==> src/rtl/bike_counter_bank.sv <==
// Bank of independent up/down counters, each bounded to [0, MAX_VALUE].
// Every channel saturates or wraps at the bounds, supports synchronous
// clear and load, and reports boundary flags plus a registered wrap event.
module bike_counter_bank #(
  parameter int CHANNELS  = 4,
  parameter int SIZE      = 5,
  parameter int MAX_VALUE = 20
) (
  input  logic                     clk,
  input  logic                     resetn,
  input  logic [CHANNELS-1:0]      enable,
  input  logic [CHANNELS-1:0]      dir,
  input  logic [CHANNELS-1:0]      wrap_mode,
  input  logic [CHANNELS-1:0]      clear,
  input  logic [CHANNELS-1:0]      load,
  input  logic [CHANNELS*SIZE-1:0] load_value,
  output logic [CHANNELS*SIZE-1:0] cnt_out,
  output logic [CHANNELS-1:0]      at_max,
  output logic [CHANNELS-1:0]      at_zero,
  output logic [CHANNELS-1:0]      wrap_pulse,
  output logic                     all_max
);

  // Bound held one bit wider than the register so compares never overflow.
  localparam logic [SIZE:0] MAX_EXT = (SIZE+1)'(MAX_VALUE);

  // Load data above the bound is clamped to the bound.
  function automatic logic [SIZE-1:0] clamp_load(input logic [SIZE-1:0] v);
    if ({1'b0, v} > MAX_EXT) return MAX_EXT[SIZE-1:0];
    else return v;
  endfunction

  // One enabled step; result is {wrap_event, next_count}. The bound is
  // checked before adding, so the carry bit of the sum is always zero and
  // doubles as a cleared wrap flag.
  function automatic logic [SIZE:0] step(input logic [SIZE-1:0] c,
                                         input logic d,
                                         input logic w);
    logic [SIZE:0] e;
    e = {1'b0, c};
    if (!d) begin
      if (e < MAX_EXT) return e + (SIZE+1)'(1);
      else if (w)      return {1'b1, {SIZE{1'b0}}};
      else             return e;
    end else begin
      if (e != '0)     return e - (SIZE+1)'(1);
      else if (w)      return {1'b1, MAX_EXT[SIZE-1:0]};
      else             return e;
    end
  endfunction

  for (genvar g = 0; g < CHANNELS; g++) begin : g_ch
    logic [SIZE-1:0] cnt_p0;
    logic            wrap_p0;

    // Per-channel count register and wrap event: reset > clear > load > step.
    always_ff @(posedge clk) begin
      if (!resetn) begin
        cnt_p0  <= '0;
        wrap_p0 <= 1'b0;
      end else if (clear[g]) begin
        cnt_p0  <= '0;
        wrap_p0 <= 1'b0;
      end else if (load[g]) begin
        cnt_p0  <= clamp_load(load_value[g*SIZE +: SIZE]);
        wrap_p0 <= 1'b0;
      end else if (enable[g]) begin
        {wrap_p0, cnt_p0} <= step(cnt_p0, dir[g], wrap_mode[g]);
      end else begin
        wrap_p0 <= 1'b0;
      end
    end

    assign cnt_out[g*SIZE +: SIZE] = cnt_p0;
    assign at_max[g]     = (cnt_p0 == MAX_EXT[SIZE-1:0]);
    assign at_zero[g]    = (cnt_p0 == '0);
    assign wrap_pulse[g] = wrap_p0;
  end

  assign all_max = &at_max;

endmodule

==> config.mk <==
export PLATFORM = sky130hd
export DESIGN_NAME = bike_counter_bank
export DESIGN_NICKNAME = d
export VERILOG_FILES = /design/src/rtl/bike_counter_bank.sv
export SDC_FILE = /design/constraint.sdc
export NUM_CORES = 1
export LEC_CHECK = 0
export BUFFER_PORTS_ARGS = -buffer_cell sky130_fd_sc_hd__buf_2
export CORE_UTILIZATION = 51
export DETAILED_ROUTE_END_ITERATION = 8
export PLACE_DENSITY_LB_ADDON = 0.12
export SYNTH_ARGS = -nofsm -noshare
export SYNTH_HDL_FRONTEND = slang
export SYNTH_SLANG_ARGS = --single-unit
==> constraint.sdc <==
create_clock -name clk -period 2.38 [get_ports clk]
set_input_delay 0 -clock clk [delete_from_list [all_inputs] [get_ports clk]]
set_output_delay 0 -clock clk [all_outputs]
set_load 0.02 [all_outputs]
# == After elaboration in Yosys (flattened, before gate mapping) ==
# Index checks and enable logic that the tools add are counted.
# op_classes
reduce_logical,29
add_sub_neg,8
eq_ne,8
n_mux,32
n_bitwise,5
order_cmp,8
# op_table
operator,n
two-way mux 6 bit,20
two-way mux 5 bit,12
"adder 5 x 1 -> 6 bit, second input constant",4
"subtractor 5 x 1 -> 6 bit, second input constant",4
"== test 5 bit, second input constant",4
"greater-than comparator 5 bit, second input constant",4
zero test 5 bit,4
"less-than comparator 5 bit, second input constant",4
nonzero test 5 bit,4
"!= test 4 x 1 -> 1 bit, second input constant",4
nonzero test 4 bit,4
OR reduction 4 bit,4
AND reduction 3 bit,4
nonzero test 2 bit,4
OR reduction 2 bit,4
inverter 1 bit,5
AND reduction 4 bit,1
# totals
wordCells,98
output_inout_bits,33
inputBits,42
regBits,24

# == Depth between registers and ports, before layout ==
# logic_depth
ltp_word,5
depth_mapped,7

# == Worst setup path after synthesis ==
# OpenSTA, ideal clock, no wires.
# synth_path
path_type,register -> register
start,reg g_ch[2].cnt_p0[0]
end,reg g_ch[2].cnt_p0[3]
period_less_slack_ps,2070
path_stages_with_launch,8
setup_ps,62
required_ps,2318
n_path_buf,0
t_arrival_ps,2008
slack_ps,310
cell_sequence,dfxtp_1 -> inv_1 -> ha_1 -> nor4b_2 -> o2bb2ai_1 -> a21o_1 -> or4b_1 -> nand3_1
# synth_between
elab_chain_len,5
word_cells_on_any_way,12
# synth_rtl
item,line_no,source
start: declaration,53,logic [SIZE-1:0] cnt_p0;
start signal: assignment,65,cnt_p0 <= clamp_load(load_value[g*SIZE +: SIZE]);
start signal: assignment,68,"{wrap_p0, cnt_p0} <= step(cnt_p0, dir[g], wrap_mode[g]);"
"adder 5 x 1 -> 6 bit, or another cell as far along",42,if (e < MAX_EXT) return e + (SIZE+1)'(1);
"two-way mux 6 bit, on equally long branches","42, 46",
two-way mux 6 bit,41,if (!d) begin
two-way mux 5 bit,67,end else if (enable[g]) begin
two-way mux 5 bit,64,end else if (load[g]) begin
# Several ways; a longest one is shown, not always the timed one. The select of a mux whose other input is x is not followed.
# A chain may end at the register's enable or synchronous reset.

# == Final worst setup path ==
# Ends and elaborated chain as after synthesis.

==> reports/metrics.csv <==
metric;value;unit
FF-to-FF path depth;7;
Seq/Total Area, Yosys;0.194;
most frequent cells after synthesis;31 x nand2_1, 28 x a21oi_1, 25 x inv_1;
P per Cell Area;457;nW/um^2
RSZ-0062 raised after global routing;no;
GR Overflow Total;0;
WP depth;7;
initial drt markers;193;
Crit Path Category;reg -> reg;
Worst Setup EP;g_ch[2].cnt_p0[3];
overall die width;71.7;um
Crit Path Max Fanout;9;
R2R setup slack;260;ps
initial antenna violation count;0;
maxcap violations;0;
Final Power;1.33;mW
Post-Syn Area per Cell;7.41;sq um
# resized after CTS;0;
RR Startpoint;g_ch[2].cnt_p0[0];
Post-synth EDFFs;0;
average vias per placed instance;5.99;
CP max-delay cell;dfxtp_1;
Slew HR;0.656;
cell area after synthesis;2470;sq um
largest net degree at the start of global routing;17;
DIE HEIGHT;71.7;um
clock sinks;24;
Port Buf Inserts;74;
HPWL after DPL;4860;um
Final Hold Vio Count;0;
H-tree Lvls;1;
Slew @ Worst Pin;515;ps
1st-pass router iterations;4;
Hold/Removal Path Class;in -> reg;
count of unique library cells instantiated by Yosys;63;
top_reg_cell synth;dfxtp_1;
asr flop ratio synth;0;
post-synth net total;387;
Met3 Wirelength;256;um
Design Area, Final;2910;sq um
first-pass GRT wire length;10800;um
Max stage delay on crit path;530;ps
Worst EP required;2600;ps
Synth Instances;334;
CP Launch Point;g_ch[2].cnt_p0[0];
Final Wtd Congestion;0.884;
Reg clk slew, reported paths;100;ps
Final nets;450;
Residual DRC;0;
outcome;finished clean;
vias in the first global route;2383;
Post-CTS Setup Bufs;0;
CP endpoint kind;flop;
Buf/Inv on CP;1;
worst path cell trace;inv_1, ha_1, nor4b_2, o2bb2ai_1, a21o_1, or4b_1, nand3_1;
DR vias;2685;
die area;5140;sq um
Std-Cell Rows;24;
core box area;4500;sq um
CTS Buf Count;3;
Tmin final;2120;ps
CTS tree;built;
Leakage Power;1.28;nW
yosys warns;0;
placed cell count;439;
Routed met2 length;3030;um
peak supply drop;0.353;mV
Final Skew;3.58;ps
Layout Cells excl Fill;448;
final setup TNS;0;ps
dominant cell type by area after synthesis;dfxtp_1;
final period utilization;0.892;
most common cell in the netlist;nand2_1;
Total Wirelength;6540;um
worst skew pair latency;280;ps
met1 wire length;3160;um
# setup viols final;0;
CTS max path bufs;2;
Peak Freq;471;MHz
Synth top area share;0.194;
Root Driver;clkbuf_8;
RR Endpoint;g_ch[2].cnt_p0[3];
Top delay family on crit path;simple AND/OR/NAND/NOR gates;
Initial Utilization;0.549;
share of cells above drive strength 1;0.247;
layout filler cell count;420;
post-DR wirelength/cell;14.6;um
Synth area leaders;dfxtp_1 19%, a21oi_1 5.7%, ha_1 5.6%;
DP Area;2790;sq um
# diodes;0;
DRT antenna net count;0;
#FFs+latches synth;24;
pins over their slew limit;0;
Critical Path AT;2350;ps
Layout area overhead;17.4;%
Startpoint Class;flop;
# IOs;75;
top layer in use;met4;
Tot GR Track Use;0.257;
==> metal layers <==
layer	GRT usage	up-vias
li1	-	1374
met1	0.369	1221
met2	0.414	80
met3	0.0253	10
met4	0.0610	0
met5	0	-
==> repair_timing <==
action                     CTS  global route
setup endpoints to repair    0             0
hold buffers                 5             0
hold endpoints to repair     5             0
==> power breakdown <==
| part | switching [mW] | internal [mW] | total, mW | leakage, nW |
|---|---|---|---|---|
| Combinational | 0.266 | 0.209 | 0.475 | 1.05 |
| Sequential | 0.0532 | 0.421 | 0.474 | 0.196 |
| Clock | 0.154 | 0.225 | 0.380 | 0.0357 |
==> how the worst min path moves through the flow <==
stage                    from                 to  depth (start not counted)
floorplan             load[3]    g_ch[3].wrap_p0                          1
global placement     clear[1]  g_ch[1].cnt_p0[0]                          2
detailed placement   clear[1]  g_ch[1].cnt_p0[0]                          2
CTS                 enable[0]    g_ch[0].wrap_p0                          2
global route        enable[0]    g_ch[0].wrap_p0                          2
finish              enable[0]    g_ch[0].wrap_p0                          2
==> cell type report <==
class | count | area [sq um] | area share
Sequential cell | 24 | 480 | 0.165
Inverter | 25 | 93.8 | 0.0323
Multi-Input combinational cell | 262 | 1760 | 0.606
Timing Repair Buffer | 81 | 435 | 0.150
Clock inverter | 1 | 30.0 | 0.0103
Tap cell | 52 | 65.1 | 0.0224
Clock buffer | 3 | 41.3 | 0.0142
==> state kept, by name (all words and copies together), names as in the netlist <==
signal and cells:
g_ch.cnt_p0 20, g_ch.wrap_p0 4
==> per-stage QoR <==
| step | utilization | setup slack (ps) | hold WS (ps) |
|---|---|---|---|
| final | 0.645 | 257 | 2.90 |
| after global routing | 0.645 | 50.7 | 5.38 |
| after CTS | 0.645 | 262 | 1.55 |
| after detailed placement | 0.618 | 298 | 197 |
| after global placement | 0.618 | 365 | 195 |
| after floorplan | - | 310 | 76.7 |
==> placed cells by master (no fill, tap or decap), types with 4 or more instances in the layout <==
cell type and instances:
a311oi_1 5, buf_2 74, nand4b_1 4, nor3b_1 4, inv_1 25, nand3b_1 7
nor3_1 13, nand3_1 9, a31oi_1 9, nor2b_1 5, and3_1 5, dlygate4sd3_1 5
a21oi_1 28, o21ai_0 16, a211oi_1 13, dfxtp_1 24, nand2b_1 7, nor2_1 20
ha_1 11, nor4_1 5, nand2_1 31
==> logic make-up (layout without fill, tap and decap cells) <==
kind of cell | Yosys count | count (layout) | synth area share
AND/OR/NAND/NOR | 135 | 135 | 0.327
XOR/XNOR | 4 | 4 | 0.0142
flip-flops | 24 | 24 | 0.194
multiplexers | 4 | 4 | 0.0177
adder cells (fa/ha/maj) | 11 | 11 | 0.0556
AO/OA/AOI/OAI | 108 | 108 | 0.297
buffers and inverters | 48 | 110 | 0.0945
(Power assumes the default switching activity.)
